**config.mk**
```make
export PLATFORM = sky130hd
export DESIGN_NAME = div_share_ctrl
export DESIGN_NICKNAME = d
export VERILOG_FILES = /design/src/rtl/div_share_pkg.sv /design/src/rtl/div_share_ctrl_rr_pick.sv /design/src/rtl/div_share_ctrl.sv
export SDC_FILE = /design/constraint.sdc
export NUM_CORES = 1
export LEC_CHECK = 0
export ABC_AREA = 1
export CORE_AREA = 2 2 80 82
export CTS_BUF_LIST = sky130_fd_sc_hd__clkbuf_4 sky130_fd_sc_hd__clkbuf_8
export CTS_CLUSTER_SIZE = 14
export DETAILED_ROUTE_END_ITERATION = 8
export DIE_AREA = 0 0 82 84
export PLACE_DENSITY = 0.89
export SLEW_MARGIN = 0
export SYNTH_ARGS = -nofsm -noshare
export SYNTH_HDL_FRONTEND = slang
export SYNTH_SLANG_ARGS = --single-unit
```
**constraint.sdc**
```tcl
create_clock -name clk -period 3.45 [get_ports clk]
set_clock_uncertainty 0.1 [all_clocks]
set_input_delay 0.69 -clock clk [delete_from_list [all_inputs] [get_ports clk]]
set_output_delay 0.69 -clock clk [all_outputs]
set_load 0.02 [all_outputs]
```
**src/rtl/div_share_pkg.sv**
```systemverilog
// div_share_pkg: shared types and defaults for the clock-divider share controller.
package div_share_pkg;

  // Controller sequence: arbitrate, load divisor, run, drain.
  typedef enum logic [1:0] {
    ST_IDLE  = 2'd0,
    ST_LOAD  = 2'd1,
    ST_RUN   = 2'd2,
    ST_DRAIN = 2'd3
  } state_e;

  localparam int DEF_DW      = 16;
  localparam int DEF_MIN_DIV = 2;

endpackage

```
**src/rtl/div_share_ctrl_rr_pick.sv**
```systemverilog
// rr_pick: combinational round-robin selector. Picks the first set request
// bit at or after ptr, wrapping around. ptr must be below NREQ.
module rr_pick #(
  parameter int NREQ = 4,
  parameter int PW   = (NREQ > 1) ? $clog2(NREQ) : 1
) (
  input  logic [NREQ-1:0] req,
  input  logic [PW-1:0]   ptr,
  output logic [NREQ-1:0] pick,
  output logic [PW-1:0]   idx,
  output logic            valid
);

  logic [PW-1:0] pos;

  // Scan farthest-to-nearest so the nearest candidate after ptr wins.
  always_comb begin
    pick  = '0;
    idx   = '0;
    valid = 1'b0;
    pos   = '0;
    for (int k = NREQ - 1; k >= 0; k--) begin
      pos = PW'((int'(ptr) + k) % NREQ);
      if (req[pos]) begin
        valid     = 1'b1;
        idx       = pos;
        pick      = '0;
        pick[pos] = 1'b1;
      end
    end
  end

endmodule

```
**src/rtl/div_share_ctrl.sv**
```systemverilog
// div_share_ctrl: round-robin owner arbitration and load/run/drain sequencing
// for a shared programmable clock divider. All outputs are registered.
// Optional tenure limit: define DIV_SHARE_TIMEOUT_EN to revoke an owner after
// MAX_HOLD run cycles when another requester is waiting.
module div_share_ctrl
  import div_share_pkg::*;
#(
  parameter int NREQ    = 4,
  parameter int DW      = DEF_DW,
  parameter int MIN_DIV = DEF_MIN_DIV
`ifdef DIV_SHARE_TIMEOUT_EN
  ,
  parameter int MAX_HOLD = 64
`endif
) (
  input  logic               clk,
  input  logic               rst_n,
  input  logic [NREQ-1:0]    req,
  input  logic [NREQ*DW-1:0] div_val,
  output logic [NREQ-1:0]    gnt,
  output logic               div_pl,
  output logic               div_en,
  output logic [DW-1:0]      div_din,
  output logic               busy,
  output logic               err,
  output logic [2:0]         err_id
);

  localparam int PW = (NREQ > 1) ? $clog2(NREQ) : 1;

  state_e          state_q, state_d;
  logic [PW-1:0]   owner_q, owner_d;
  logic [NREQ-1:0] owner_oh_q, owner_oh_d;
  logic [PW-1:0]   ptr_q, ptr_d;
  logic [DW-1:0]   din_q, din_d;
  logic [NREQ-1:0] gnt_q, gnt_d;
  logic            pl_q, pl_d;
  logic            en_q, en_d;
  logic            busy_q, busy_d;
  logic            err_q, err_d;
  logic [2:0]      err_id_q, err_id_d;

  logic [NREQ-1:0] pick_oh;
  logic [PW-1:0]   pick_idx;
  logic            pick_valid;
  logic [DW-1:0]   cand_val;
  logic            owner_req;
  logic            revoke;

  rr_pick #(.NREQ(NREQ), .PW(PW)) u_pick (
    .req   (req),
    .ptr   (ptr_q),
    .pick  (pick_oh),
    .idx   (pick_idx),
    .valid (pick_valid)
  );

  assign cand_val  = div_val[pick_idx*DW +: DW];
  assign owner_req = |(req & owner_oh_q);

  function automatic logic [PW-1:0] wrap_inc(input logic [PW-1:0] v);
    return (v == PW'(NREQ - 1)) ? '0 : v + 1'b1;
  endfunction

`ifdef DIV_SHARE_TIMEOUT_EN
  localparam int HW = $clog2(MAX_HOLD + 1);
  logic [HW-1:0] hold_q, hold_d, hold_inc;

  // Saturating run-cycle count; revoke once it reaches the limit while others wait.
  assign hold_inc = (hold_q == HW'(MAX_HOLD)) ? hold_q : hold_q + 1'b1;
  assign revoke   = (hold_inc == HW'(MAX_HOLD)) && |(req & ~owner_oh_q);
`else
  assign revoke   = 1'b0;
`endif

  // Next-state and next-output decode.
  always_comb begin
    state_d    = state_q;
    owner_d    = owner_q;
    owner_oh_d = owner_oh_q;
    ptr_d      = ptr_q;
    din_d      = din_q;
    gnt_d      = '0;
    pl_d       = 1'b0;
    en_d       = 1'b0;
    err_d      = 1'b0;
    err_id_d   = err_id_q;
`ifdef DIV_SHARE_TIMEOUT_EN
    hold_d     = hold_q;
`endif
    case (state_q)
      ST_IDLE: begin
        if (pick_valid) begin
          owner_d    = pick_idx;
          owner_oh_d = pick_oh;
          if (cand_val >= DW'(MIN_DIV)) begin
            din_d   = cand_val;
            pl_d    = 1'b1;
            state_d = ST_LOAD;
          end else begin
            // Reject and move past this requester; it waits for the wrap.
            err_d    = 1'b1;
            err_id_d = 3'(pick_idx);
            ptr_d    = wrap_inc(pick_idx);
          end
        end
      end
      ST_LOAD: begin
        // Owner enters RUN even if it already dropped req.
        state_d = ST_RUN;
        en_d    = 1'b1;
        gnt_d   = owner_oh_q;
`ifdef DIV_SHARE_TIMEOUT_EN
        hold_d  = '0;
`endif
      end
      ST_RUN: begin
        if (!owner_req || revoke) begin
          state_d = ST_DRAIN;
        end else begin
          en_d  = 1'b1;
          gnt_d = owner_oh_q;
`ifdef DIV_SHARE_TIMEOUT_EN
          hold_d = hold_inc;
`endif
        end
      end
      ST_DRAIN: begin
        state_d = ST_IDLE;
        ptr_d   = wrap_inc(owner_q);
      end
      default: state_d = ST_IDLE;
    endcase
    busy_d = (state_d != ST_IDLE);
  end

  // State and output registers; reset aborts any tenure without a drain.
  always_ff @(posedge clk or negedge rst_n) begin
    if (!rst_n) begin
      state_q    <= ST_IDLE;
      owner_q    <= '0;
      owner_oh_q <= '0;
      ptr_q      <= '0;
      din_q      <= '0;
      gnt_q      <= '0;
      pl_q       <= 1'b0;
      en_q       <= 1'b0;
      busy_q     <= 1'b0;
      err_q      <= 1'b0;
      err_id_q   <= '0;
`ifdef DIV_SHARE_TIMEOUT_EN
      hold_q     <= '0;
`endif
    end else begin
      state_q    <= state_d;
      owner_q    <= owner_d;
      owner_oh_q <= owner_oh_d;
      ptr_q      <= ptr_d;
      din_q      <= din_d;
      gnt_q      <= gnt_d;
      pl_q       <= pl_d;
      en_q       <= en_d;
      busy_q     <= busy_d;
      err_q      <= err_d;
      err_id_q   <= err_id_d;
`ifdef DIV_SHARE_TIMEOUT_EN
      hold_q     <= hold_d;
`endif
    end
  end

  assign gnt     = gnt_q;
  assign div_pl  = pl_q;
  assign div_en  = en_q;
  assign div_din = din_q;
  assign busy    = busy_q;
  assign err     = err_q;
  assign err_id  = err_id_q;

endmodule

```
# After elaboration in Yosys (flattened, before gate mapping)
# Index checks and enable logic that the tools add are counted.
[totals] register_bits=36 latch_bits=0 mem_bits_rw=0 romBits=0 in_bits=70 out_inout_bits=27 elab_cells=94 n_memories=0
[op_classes] add_sub_neg=5 mul=0 n_div=0 magnitude_cmp=9 eq_ne=7 shift=1 muxes=47 bitwise=2 n_reduce_logical=12
[op_table] operator="$shiftx 64x7->16" count=1
[op_table] operator="$mux 2" count=11
[op_table] operator="$mux 4" count=5
[op_table] operator="$mux 1" count=19
[op_table] operator="$ge 16x2->1 const B" count=1
[op_table] operator="$lt 2x3->1 const B" count=4
[op_table] operator="$reduce_and 3->1" count=3
[op_table] operator="$bmux 1 s2" count=4
[op_table] operator="$demux 1 s2" count=4
[op_table] operator="$eq 2x2->1 const B" count=4
[op_table] operator="$ge 2x1->1 const B" count=4
[op_table] operator="$pmux 2 s4" count=1
[op_table] operator="$pmux 4 s2" count=1
[op_table] operator="$add 2x1->2 const B" count=3
[op_table] operator="$add 2x2->2 const B" count=2
[op_table] operator="$and 4x4->4" count=1
[op_table] operator="$logic_and 1x1->1" count=4
[op_table] operator="$ne 2x2->1 const B" count=2
[op_table] operator="$pmux 2 s2" count=1
[op_table] operator="$reduce_bool 2->1" count=2
[op_table] operator="$reduce_or 4->1" count=1
[op_table] operator="$eq 2x1->1 const B" count=1
[op_table] operator="$logic_not 2->1" count=1
[op_table] operator="$pmux 1 s2" count=1
[op_table] operator="other kinds (2)" count=2

# Longest topological paths before layout
[logic_depth] ltp_word=13 mapped_depth=24

# By module
# Synthesis repeated with hierarchy kept, for this count alone.
[hier_totals] hier_cells=382 hier_area_um2=2631.3
[modules_own_cells] mod="div_share_ctrl" n_inst=1 cells_each=295 area_each_um2=2144.6 seq_area_each_um2=900.9
[modules_own_cells] mod="rr_pick" n_inst=1 cells_each=87 area_each_um2=486.7 seq_area_each_um2=0.0

# Least setup slack after synthesis
# Ideal clock, no wire load.
[synth_timing] kind="register to register" from="register ptr_q[0]" to="register din_q[10] (netlist: div_din[10])" setup_ns=0.116 arrival_time_ns=2.597 slack_ns=0.636 stages_incl_launch_ff=25 path_buffers=4 cell_sequence="dfrtp_1 -> buf_6 -> inv_6 -> ha_1 -> inv_1 -> nand3_2 -> nand2_4 -> inv_4 -> nand2_4 -> nand2_4 -> nand2_4 -> buf_8 -> buf_12 -> nand3b_1 -> nand3_1 -> nand2_1 -> nor2_1 -> nand2_1 -> nor2_2 -> nand2_2 -> nand2_4 -> inv_2 -> buf_6 -> nand2_1 -> nand2_1"
[synth_via] elab_chain_cells=10 elab_cells_between_ends=22
[synth_rtl] item="from (decl)" line="div_share_ctrl.sv:34" source="logic [PW-1:0] ptr_q, ptr_d;"
[synth_rtl] item="from (signal assigned)" line="div_share_ctrl.sv:158" source="ptr_q <= ptr_d;"
[synth_rtl] item="$add 2x2->2" line="div_share_ctrl_rr_pick.sv:23" source="pos = PW'((int'(ptr) + k) % NREQ);"
[synth_rtl] item="$bmux 1 s2" line="div_share_ctrl_rr_pick.sv:24" source="if (req[pos]) begin"
[synth_rtl] item="$mux 1 (implied by the code)" line="div_share_ctrl_rr_pick.sv:24"
[synth_rtl] item="$mux 2 (4 in series)" line="div_share_ctrl_rr_pick.sv:24"
[synth_rtl] item="$shiftx 64x7->16" line="div_share_ctrl.sv:58" source="assign cand_val = div_val[pick_idx*DW +: DW];"
[synth_rtl] item="$ge 16x2->1" line="div_share_ctrl.sv:96" source="if (cand_val >= DW'(MIN_DIV)) begin"
[synth_rtl] item="$reduce_and 3->1 (no source line)"
[synth_rtl] item="to (signal assigned)" line="div_share_ctrl.sv:159" source="din_q <= din_d;"
[synth_rtl] item="to (decl)" line="div_share_ctrl.sv:35" source="logic [DW-1:0] din_q, din_d;"
# Several ways; a longest one is shown, not always the timed one. The select of a mux whose other input is x is not followed.
# A chain may end at the register's enable or synchronous reset.

# Worst setup path after layout
[layout_timing] from="input port req[1]" to="register din_q[12] (netlist: div_din[12])"
[layout_via] elab_chain_cells=9 elab_cells_between_ends=19
[layout_rtl] item="from (decl)" line="div_share_ctrl.sv:18" source="input logic [NREQ-1:0] req,"
[layout_rtl] item="$bmux 1 s2" line="div_share_ctrl_rr_pick.sv:24"
[layout_rtl] item="$mux 1 (implied by the code)" line="div_share_ctrl_rr_pick.sv:24"
[layout_rtl] item="$mux 2 (4 in series)" line="div_share_ctrl_rr_pick.sv:24"
[layout_rtl] item="$shiftx 64x7->16" line="div_share_ctrl.sv:58"
[layout_rtl] item="$ge 16x2->1" line="div_share_ctrl.sv:96"
[layout_rtl] item="$reduce_and 3->1 (no source line)"
# Several ways; a longest one is shown, not always the timed one. The select of a mux whose other input is x is not followed.

==> results.md <==
Synth:
- The number of different library cells in the post-synthesis netlist is 33.
- After synthesis the netlist holds a flip-flop and latch count of 36.
- After synthesis, the most frequently instantiated cells are 119 x nand2_1, 55 x inv_1, 50 x nand3_1.
- In the post-synthesis netlist, the biggest area contributors are dfrtp_1 33%, nand2_1 16%, nand3_1 9.0%.
- Of the post-synthesis cell area, the part taken by muxes is 0%.
- The combinational family with the most area after synthesis is simple AND/OR/NAND/NOR gates.
- Of the post-synthesis cell area, the dominant cell type holds 32.5%.
- In this run, synthesis inferred 0 flip-flops with an integrated enable.
- The area of the mapped netlist is 2770 µm².
- The synthesized netlist devotes 7.54% of its cell area to compound gates.
- For this run, the number of Yosys warnings is 0.
- For this run, asynchronously set or reset flops after synthesis account for 100%.
- The cell taking the most area after synthesis is dfrtp_1.
- Counting every net in the synthesized netlist gives 476.
- The synthesized netlist devotes 39.6% of its cell area to simple gates.
- The most used flip-flop cell after synthesis is dfrtp_1.
- The area share of fa/ha/maj cells after synthesis is 6.32%.
- After Yosys synthesis, XOR and XNOR cells account for 0% of the synthesized area.
- The part of the Yosys area used for sequential elements is 32.5%.
- The cell count after synthesis came out at 392.
- In the post-synthesis netlist, the cell with the most instances is nand2_1.
- The synthesized area divided by synthesized cell count is 7.07 µm².

STA:
- The max-slew violation count is 0.
- The final period utilization is 93.0%.
- For the pin with the worst max-slew slack, the measured transition is 0.780 ns.
- Setup violations remaining at the end of the flow were counted as 0.
- Setup repair after global routing left no endpoint under its margin.
- Based on the critical path, the design can be clocked at up to 0.312 GHz.
- The number of hold-slack violations in the final timing report is 0.
- The max-slew headroom at the worst pin is 48.0%.
- The smallest clock period supported by the final layout is computed as 3.21 ns.

Routing:
- The average via count per standard cell is 5.17.
- Once detail routing completed, the nets flagged for antenna violations numbered 0.
- The detailed router finished its first iteration with 240 violations.
- The detailed router placed 2919 vias in this run.
- After detailed routing, the number of remaining DRC violations is 0.
- The per-cell routed wire length is 14.0 µm.
- The number of detailed-routing iterations run before antenna repair is 4.
- The final routed wirelength across all metal layers is 7900 µm.

Layout:
- The finished cells cover 3840 µm².
- The share of post-route cells with drive strength above 1 is 8.81%.
- The layout overhead on the synthesized area is 38.7%.
- The antenna diode count is 0.
- After the flow finishes, the layout carries non-filler instances totaling 565.
- The number of nets in the final layout is 572.

Critical path:
- The critical-path maximum fanout is 29.
- STA puts the critical path data required time at 3.53 ns.
- The startpoint of the worst setup timing path is req[1].
- The class of the most critical setup path is primary input to flop.
- The critical path endpoint category is a flop.
- The element type at the critical path start is a primary input.
- The worst reg2reg path startpoint is ptr_q[1].
- At the worst endpoint, the arrival time is 3.29 ns.
- Across all register-to-register paths, the minimum setup slack is 0.33 ns.

Global route:
- Entering global routing, the biggest net connects 37 pins.
- Global routing consumed, over all layers together, 23.4% of the routing resources.
- The initial antenna violation count is 0.
- The first-pass GRT wire length is 12600 µm.
- The via count of the first global-routing pass was 2794.
- After global routing the overflow that remains totals 0.

Clocking:
- The post-cts repair resize count is 0.
- Clock tree synthesis found a total of 36 sinks.
- The level count of the clock H-tree is 2.
- CTS placed an instance of clkbuf_8 at the clock tree root.
- The count of hold buffers inserted by post-cts repair is 0.
- Buffers added to address setup during post-CTS repair amount to 0.
- TritonCTS created 5 clock buffers.
- The clock passes through at most 2 buffers.
- After clock tree synthesis, the clock-pin slew on the worst setup and hold paths is 0.07 ns.
- The clock tree from TritonCTS is done.
- Clock latency on the worst-skew pair, taken at its later pin, is 0.29 ns.

Floorplan:
- Row generation in the floorplan step produced 29 rows.
- The number of placed I/O pins is 97.
- Once the floorplan was initialized, standard cells occupied 45.5% of the core.
- The region available for standard cell placement spans 6100 µm².
- The floorplan step defined a die boundary enclosing 6890 µm².
- In this run the horizontal extent of the chip is 82 µm.
- The die boundary height is 84 µm.

Power and ir drop:
- The internal power of the cells totals 1890 µW.
- The clock network power share is 8.0%.
- Of the total power, the share spent switching nets is 53.3%.
- The leakage power total is 0.00195 µW.
- Summed over all nets, the switching power comes to 2150 µW.
- The sequential cell fraction of total power is 17.9%.
- The peak ir drop on the vdd network is 0.643 mV.
- Power spread over the standard cell area amounts to 1050 nW/µm².
- The combinational fraction of design power is 74.1%.

Flow run:
- The number of max-cap violations is 0.

Placed design:
- The half-perimeter wire length after placement is 6130 µm.
- Summing all placed instances gives a cell area of 3750 µm².
- The routability congestion estimate from global placement is 0.983.
- The total instance count after detailed placement is 558.
- The number of port buffers is 95.

Outcome:
- The flow ran to the end, and the final reports show no timing, DRC or antenna violations.

Hold path:
- The class of the worst hold path is primary input to asynchronous set/reset pin.
## critical path: stages
cell             delay, ns
clkdlybuf4s50_1       0.44
inv_1                 0.10
nand2_1               0.07
nand3_1               0.12
nand2_1               0.14
inv_2                 0.17
nand2_4               0.07
nand2_4               0.06
buf_4                 0.29
nand3_1               0.11
nand3_1               0.10
nand2_1               0.10
nor2_1                0.13
nand2_1               0.08
nor2_2                0.16
nand2_2               0.09
nand2_4               0.11
inv_2                 0.12
nand2_1               0.08
nand2_1               0.06
## through the flow
| stage | setup TNS, ns | total power [µW] | utilization, % | hold slack, ns | worst slack [ns] |
|---|---|---|---|---|---|
| after detailed placement | -0.0881 | 3680 | 61.5 | 0.374 | -0.0324 |
| after global placement | 0 | 3560 | 61.5 | 0.365 | 0.146 |
| after global routing | 0 | 4410 | 63.1 | 0.431 | 0.0230 |
| after floorplan | 0 | 2890 | - | 0.294 | 0.636 |
| final | 0 | 4040 | 63.1 | 0.366 | 0.240 |
| after CTS | 0 | 4020 | 63.1 | 0.390 | 0.262 |
## final timing paths
path / cells after the start / to
max: 20 / div_din[12]
min: 1 / div_din[13]
max reg2reg: 21 / div_din[12]
min reg2reg: 2 / div_din[2]
max in group asynchronous: 1 / state_q[1]
min in group clk: 2 / div_din[2]
## cell usage in the layout, fill, tap and decap left out, drive strengths merged, types with 5 or more instances in the layout
master and instances:
a21oi 5, nor2 20, clkdlybuf4s50 94, ha 14
clkbuf 7, inv 60, buf 11, dfrtp 36
nand3b 20, nand2 132, o21ai 20, nand3 54
## flip-flops by register name, summed over array words and instances (netlist names), 2 cells and up
signal and flops:
div_din 16, err_id 2, gnt 4, owner_oh_q 4, owner_q 2, ptr_q 2
state_q 2
## layer usage
layer  routed length, µm  GRT usage (%)
met5                   0              0
met4                 178           8.94
met3                 434           4.00
met2                4060           40.7
met1                3220           28.1
## kinds of logic after synthesis
kind of cell             after synthesis
buffers and inverters                 76
other                                  1
flip-flops                            36
AO/OA/AOI/OAI                         36
AND/OR/NAND/NOR                      229
adder cells (fa/ha/maj)               14
## cell type report
| class | instances | area (µm²) |
|---|---|---|
| fillers | 526 | 2250 |
| flip-flops and latches | 36 | 901 |
| repair buffers | 105 | 1030 |
| clock buffers | 7 | 96.3 |
| well taps | 77 | 96.3 |
| multi-input cells | 280 | 1490 |
| inverters | 60 | 233 |
## power by group through the flow
stage | Clock [µW] | Sequential (µW) | Combinational (µW)
5_1_grt | 346 | 741 | 3320
3_5_place_dp | 0 | 724 | 2950
3_3_place_gp | 0 | 717 | 2840
6_report | 323 | 724 | 2990
2_1_floorplan | 0 | 852 | 2040
4_1_cts | 329 | 721 | 2970
(Power assumes the default switching activity.)
